[config.mk]
export PLATFORM = sky130hd
export DESIGN_NAME = ssp_tx_engine
export DESIGN_NICKNAME = d
export VERILOG_FILES = /design/src/rtl/ssp_tx_engine.sv
export SDC_FILE = /design/constraint.sdc
export NUM_CORES = 1
export LEC_CHECK = 0
export BUFFER_PORTS_ARGS = -buffer_cell sky130_fd_sc_hd__buf_2
export CORE_MARGIN = 2
export CORE_UTILIZATION = 48
export DETAILED_ROUTE_END_ITERATION = 10
export PLACE_DENSITY_LB_ADDON = 0.12
export SYNTH_ARGS = -nofsm -noshare
export SYNTH_HDL_FRONTEND = slang
export SYNTH_SLANG_ARGS = --single-unit
[constraint.sdc]
create_clock -name pclk -period 2.2 [get_ports pclk]
set_input_delay 0.55 -clock pclk [delete_from_list [all_inputs] [get_ports pclk]]
set_output_delay 0.55 -clock pclk [all_outputs]
set_load 0.02 [all_outputs]
[src/rtl/ssp_tx_engine.sv]
// ssp_tx_engine
//   Transmit half of the SSP. APB writes are queued in a small FIFO and each
//   byte is serialized MSB-first on ssptxd, preceded by a one-bit-period
//   sspfssout pulse. Frames run back-to-back while the FIFO has data.
//
// Ports
//   pclk       in   system clock, rising edge
//   clr_b      in   synchronous reset, active-high
//   psel       in   APB select
//   pwrite     in   APB write strobe (push = psel & pwrite & !full)
//   pwdata     in   word to enqueue
//   sspclkout  out  free-running serial clock
//   sspfssout  out  frame sync, high for the bit period before each MSB
//   ssptxd     out  serial data, updated on sspclkout rising ticks only
//   ssptxintr  out  FIFO full
//   tx_empty   out  FIFO empty
//   tx_busy    out  serializer not idle
module ssp_tx_engine #(
    parameter int unsigned DATA_W   = 8,
    parameter int unsigned DEPTH    = 4,
    parameter int unsigned DIV_HALF = 1
) (
    input  logic              pclk,
    input  logic              clr_b,
    input  logic              psel,
    input  logic              pwrite,
    input  logic [DATA_W-1:0] pwdata,
    output logic              sspclkout,
    output logic              sspfssout,
    output logic              ssptxd,
    output logic              ssptxintr,
    output logic              tx_empty,
    output logic              tx_busy
);

    localparam int unsigned AW = $clog2(DEPTH);
    localparam int unsigned CW = (DIV_HALF > 1) ? $clog2(DIV_HALF) : 1;
    localparam int unsigned BW = (DATA_W > 1) ? $clog2(DATA_W) : 1;

    typedef enum logic [1:0] {StIdle, StFsync, StShift} state_e;

    // ---------------- clock divider ----------------
    logic [CW-1:0] r_div_cnt;
    logic          r_sspclk;
    logic          w_div_wrap;
    logic          w_rise_tick;

    assign w_div_wrap  = (r_div_cnt == CW'(DIV_HALF - 1));
    // The serializer advances on the edge where sspclkout goes 0->1.
    assign w_rise_tick = w_div_wrap & ~r_sspclk;

    always_ff @(posedge pclk) begin
        if (clr_b) begin
            r_div_cnt <= '0;
            r_sspclk  <= 1'b0;
        end else if (w_div_wrap) begin
            r_div_cnt <= '0;
            r_sspclk  <= ~r_sspclk;
        end else begin
            r_div_cnt <= r_div_cnt + CW'(1);
        end
    end

    // ---------------- FIFO ----------------
    logic [AW:0]       r_wptr, r_rptr;
    logic [AW:0]       w_wptr_nxt, w_rptr_nxt;
    logic [DATA_W-1:0] r_mem [DEPTH];
    logic              r_full, r_empty;
    logic              w_push, w_pop;

    // Full is the registered pre-pop value, so a push on a full FIFO is
    // dropped even if the serializer pops on the same edge.
    assign w_push     = psel & pwrite & ~r_full;
    assign w_wptr_nxt = w_push ? r_wptr + (AW+1)'(1) : r_wptr;
    assign w_rptr_nxt = w_pop  ? r_rptr + (AW+1)'(1) : r_rptr;

    always_ff @(posedge pclk) begin
        if (clr_b) begin
            r_wptr  <= '0;
            r_rptr  <= '0;
            r_full  <= 1'b0;
            r_empty <= 1'b1;
        end else begin
            r_wptr  <= w_wptr_nxt;
            r_rptr  <= w_rptr_nxt;
            r_empty <= (w_wptr_nxt == w_rptr_nxt);
            r_full  <= (w_wptr_nxt[AW-1:0] == w_rptr_nxt[AW-1:0]) &&
                       (w_wptr_nxt[AW] != w_rptr_nxt[AW]);
        end
    end

    always_ff @(posedge pclk) begin
        if (w_push) begin
            r_mem[r_wptr[AW-1:0]] <= pwdata;
        end
    end

    // ---------------- serializer FSM ----------------
    state_e            r_state, w_state_nxt;
    logic [DATA_W-1:0] r_sr, w_sr_nxt;
    logic [BW-1:0]     r_bitcnt, w_bitcnt_nxt;
    logic              r_fss, w_fss_nxt;
    logic              r_txd, w_txd_nxt;

    // State and datapath registers
    always_ff @(posedge pclk) begin
        if (clr_b) begin
            r_state  <= StIdle;
            r_sr     <= '0;
            r_bitcnt <= '0;
            r_fss    <= 1'b0;
            r_txd    <= 1'b0;
        end else begin
            r_state  <= w_state_nxt;
            r_sr     <= w_sr_nxt;
            r_bitcnt <= w_bitcnt_nxt;
            r_fss    <= w_fss_nxt;
            r_txd    <= w_txd_nxt;
        end
    end

    // Next state
    always_comb begin
        w_state_nxt = r_state;
        if (w_rise_tick) begin
            unique case (r_state)
                StIdle:  if (!r_empty) w_state_nxt = StFsync;
                StFsync: w_state_nxt = StShift;
                StShift: begin
                    if (r_bitcnt == '0) begin
                        w_state_nxt = r_empty ? StIdle : StFsync;
                    end
                end
                default: w_state_nxt = StIdle;
            endcase
        end
    end

    // Outputs, pop and shift datapath
    always_comb begin
        w_pop        = 1'b0;
        w_sr_nxt     = r_sr;
        w_bitcnt_nxt = r_bitcnt;
        w_fss_nxt    = r_fss;
        w_txd_nxt    = r_txd;
        if (w_rise_tick) begin
            unique case (r_state)
                StIdle: begin
                    if (!r_empty) begin
                        w_pop     = 1'b1;
                        w_sr_nxt  = r_mem[r_rptr[AW-1:0]];
                        w_fss_nxt = 1'b1;
                        w_txd_nxt = 1'b0;
                    end
                end
                StFsync: begin
                    w_fss_nxt    = 1'b0;
                    w_txd_nxt    = r_sr[DATA_W-1];
                    w_bitcnt_nxt = BW'(DATA_W - 1);
                end
                StShift: begin
                    if (r_bitcnt != '0) begin
                        w_sr_nxt     = r_sr << 1;
                        w_txd_nxt    = r_sr[DATA_W-2];
                        w_bitcnt_nxt = r_bitcnt - BW'(1);
                    end else if (!r_empty) begin
                        // Next frame's sync overlaps the period right after the LSB.
                        w_pop     = 1'b1;
                        w_sr_nxt  = r_mem[r_rptr[AW-1:0]];
                        w_fss_nxt = 1'b1;
                        w_txd_nxt = 1'b0;
                    end else begin
                        w_txd_nxt = 1'b0;
                    end
                end
                default: begin
                    w_fss_nxt = 1'b0;
                    w_txd_nxt = 1'b0;
                end
            endcase
        end
    end

    assign sspclkout = r_sspclk;
    assign sspfssout = r_fss;
    assign ssptxd    = r_txd;
    assign ssptxintr = r_full;
    assign tx_empty  = r_empty;
    assign tx_busy   = (r_state != StIdle);

endmodule
==> results.toml <==
[outcome]
status = "complete, no violations"

[hold_path]
hold_class = "in2reg"
hold_path.startpoint = "pwdata[0]"

[logic_synthesis]
syn_area_sq_um = 2550
synth-edff-count = 32
seq_area_frac_synth_pct = 57.3
synth_largest_area_cell = "edfxtp_1"
yosysMostFrequentCell = "edfxtp_1"
synth_area_leaders = "edfxtp_1, dfxtp_1, mux4_2"
synth_top_area_share_pct = 37.7
synth_commonest_cells = "edfxtp_1, dfxtp_1, inv_1, nor2_1, ha_1"
syn-num-nets = 212
synth_flop_cell = "edfxtp_1"
synth_cell_types = 46
synthCells = 188
async_flop_share_pct = 0
avgSynthCellArea_sq_um = 13.6
synth-seq-cells = 57
yosys_warnings = 0

[global_routing]
grt_antenna_before_repair = 0
grt_use_met2_pct = 26.9
track_usage_pct = 16.7
grt_start_max_net_pins = 24
grt_pass1_vias = 1521
use_met3_pct = 5.41
gr-usage-met1_pct = 20.3
busiest_layer = "met2"
grt_pass1_wl_um = 7360
grt_overflow = 0

[timing]
drv_slew = 0
rsz0062_at_grt = "false"
finalCritPeriodShare_pct = 91.7
skew_ns = 0.00492
period_minus_slack_ns = 2.02
fmax_mhz = 496
fin_ws_ns = 0.183
finalSetupTns_ns = 0
hold_slack_ns = 0.430
setup_violations = 0
hold_viol = 0

[floorplan]
initial_core_util_pct = 49.9
core_sq_um = 5110
ios = 18
die_area_sq_um = 5910
die_w_um = 76.9
num_rows = 26
fp.dieH_um = 76.9

[drt]
drt-total-wl_um = 4420
via_per_inst = 5.30
wl_per_cell_um = 15.4
ant_nets = 0
dr.pass1.iters = 4
dr_total_vias = 1525
first_iter_violations = 62
drc = 0

[cells_and_area]
fin_area_sq_um = 2880
layout-drive-gt1-share_pct = 24.8
n_fill_cell = 457
syn_to_final_growth_pct = 12.8
diodes = 0
nNetsFinal = 237
seqCellArea_sq_um = 1460
multi_input_area_sq_um = 981

[pwr]
p_leak_nw = 1.04
fin_total_pwr_w = 0.00234
ir_drop_uv = 490
powerDensity_nw_per_um2 = 814

[placed_design]
dp_slack_ns = 0.299
port_buffers = 17
dpl.hpwl_um = 3100
placed_cell_area_sq_um = 2710
place.gp.congestion = 0.775

[cts]
cts_max_level = 3
cts_made_buffers = 9
path_clk_slew_ns = 0.06
post_cts_buffers = 0
cts_root_buf = "clkbuf_8"
cts_resized = 0
postCtsHoldBufs = 0
clock_latency_ns = 0.33
clockBufferDepth = 2
cts_tree = "built"
clkSinkCount = 57

[critical_path]
critPathCaptureType = "output port"
cp_max_fo = 7
critPathArrivalTime_ns = 1.47
worstSetupPathType = "reg2out"
required_ns = 1.65
cp-start-kind = "register"
timing.rr.start = "r_state[0]"
critical_path.startpoint = "r_state[0]"

[run]
cap_violations = 0
[worst max-delay path: stages (launching register included)]
cell and delay (ns):
dfxtp_1 0.43, inv_1 0.11, ha_1 0.32, inv_1 0.11, buf_2 0.17
[kinds of logic (layout without fill, tap and decap cells)]
| kind of cell | after synthesis | after routing | share of synthesized area (%) |
|---|---|---|---|
| AOI/OAI and AO/OA | 39 | 39 | 12.0 |
| xor gates and xnor gates | 8 | 8 | 3.93 |
| adders and majority gates | 12 | 12 | 5.89 |
| buffers and inverters | 25 | 55 | 4.22 |
| DFF | 57 | 57 | 57.3 |
| muxes | 12 | 12 | 8.78 |
| other | 1 | 1 | 0.147 |
| and+or+nand+nor | 34 | 34 | 7.75 |
[layout by cell type, fill, tap and decap left out, types with 2 or more instances in the layout]
cell      count
edfxtp_1     32
a211o_1       2
clkbuf_8      9
clkinv_2      3
inv_1        18
nor3_1        3
xnor2_1       3
xor3_1        2
nand2b_1      2
xor2_1        3
ha_1         12
and3b_1       2
buf_4         4
and2_1        3
a211oi_1      3
buf_2        17
nand3_1       2
a221oi_1      7
nor2_1       13
nand2_1       2
o21ai_0       2
mux4_2        8
dfxtp_1      25
mux2i_1       3
o22ai_1       7
a21oi_1       8
[through the flow]
| stage | utilization (%) | cells |
|---|---|---|
| 2_1_floorplan | - | 188 |
| 3_3_place_gp | 53.1 | 272 |
| 3_5_place_dp | 53.1 | 272 |
| 4_1_cts | 56.3 | 288 |
| 5_1_grt | 56.3 | 288 |
| 6_report | 56.3 | 288 |
[sequential cells by signal, summed over array words and instances (netlist names)]
name / flops
r_mem: 32
sspfssout: 1
ssptxintr: 1
r_div_cnt: 1
r_sr: 8
r_rptr: 3
tx_empty: 1
sspclkout: 1
r_wptr: 3
r_bitcnt: 3
ssptxd: 1
r_state: 2
[routing by layer]
layer	vias up	routed length, um	part of all wire [%]
li1	745	-	-
met1	745	2010	45
met2	27	2200	50
met3	8	149	3.4
met4	0	65	1.5
met5	-	0	0
[final cells by class]
type / instances / share of cell area, %
inverters: 18 / 2.35
multi-input cells: 106 / 34.1
clock inverters: 6 / 1.22
clock buffers: 10 / 4.44
repair buffers: 21 / 4.00
well taps: 70 / 3.05
flip-flops and latches: 57 / 50.8
[report_power, final]
group          switching [W]  internal, W
clock               0.000402     0.000399
combinational       0.000176     0.000140
sequential         0.0000451      0.00118
[final timing paths]
check | slack [ns] | cells past startpoint | to
worst max register to register | 0.25 | 6 | ssptxintr
worst min register to register | 0.45 | 2 | ssptxd
worst min-delay path | 0.43 | 1 | r_mem[1][0]
worst max-delay path | 0.18 | 4 | tx_busy
Power figures use the tool's default switching activity.
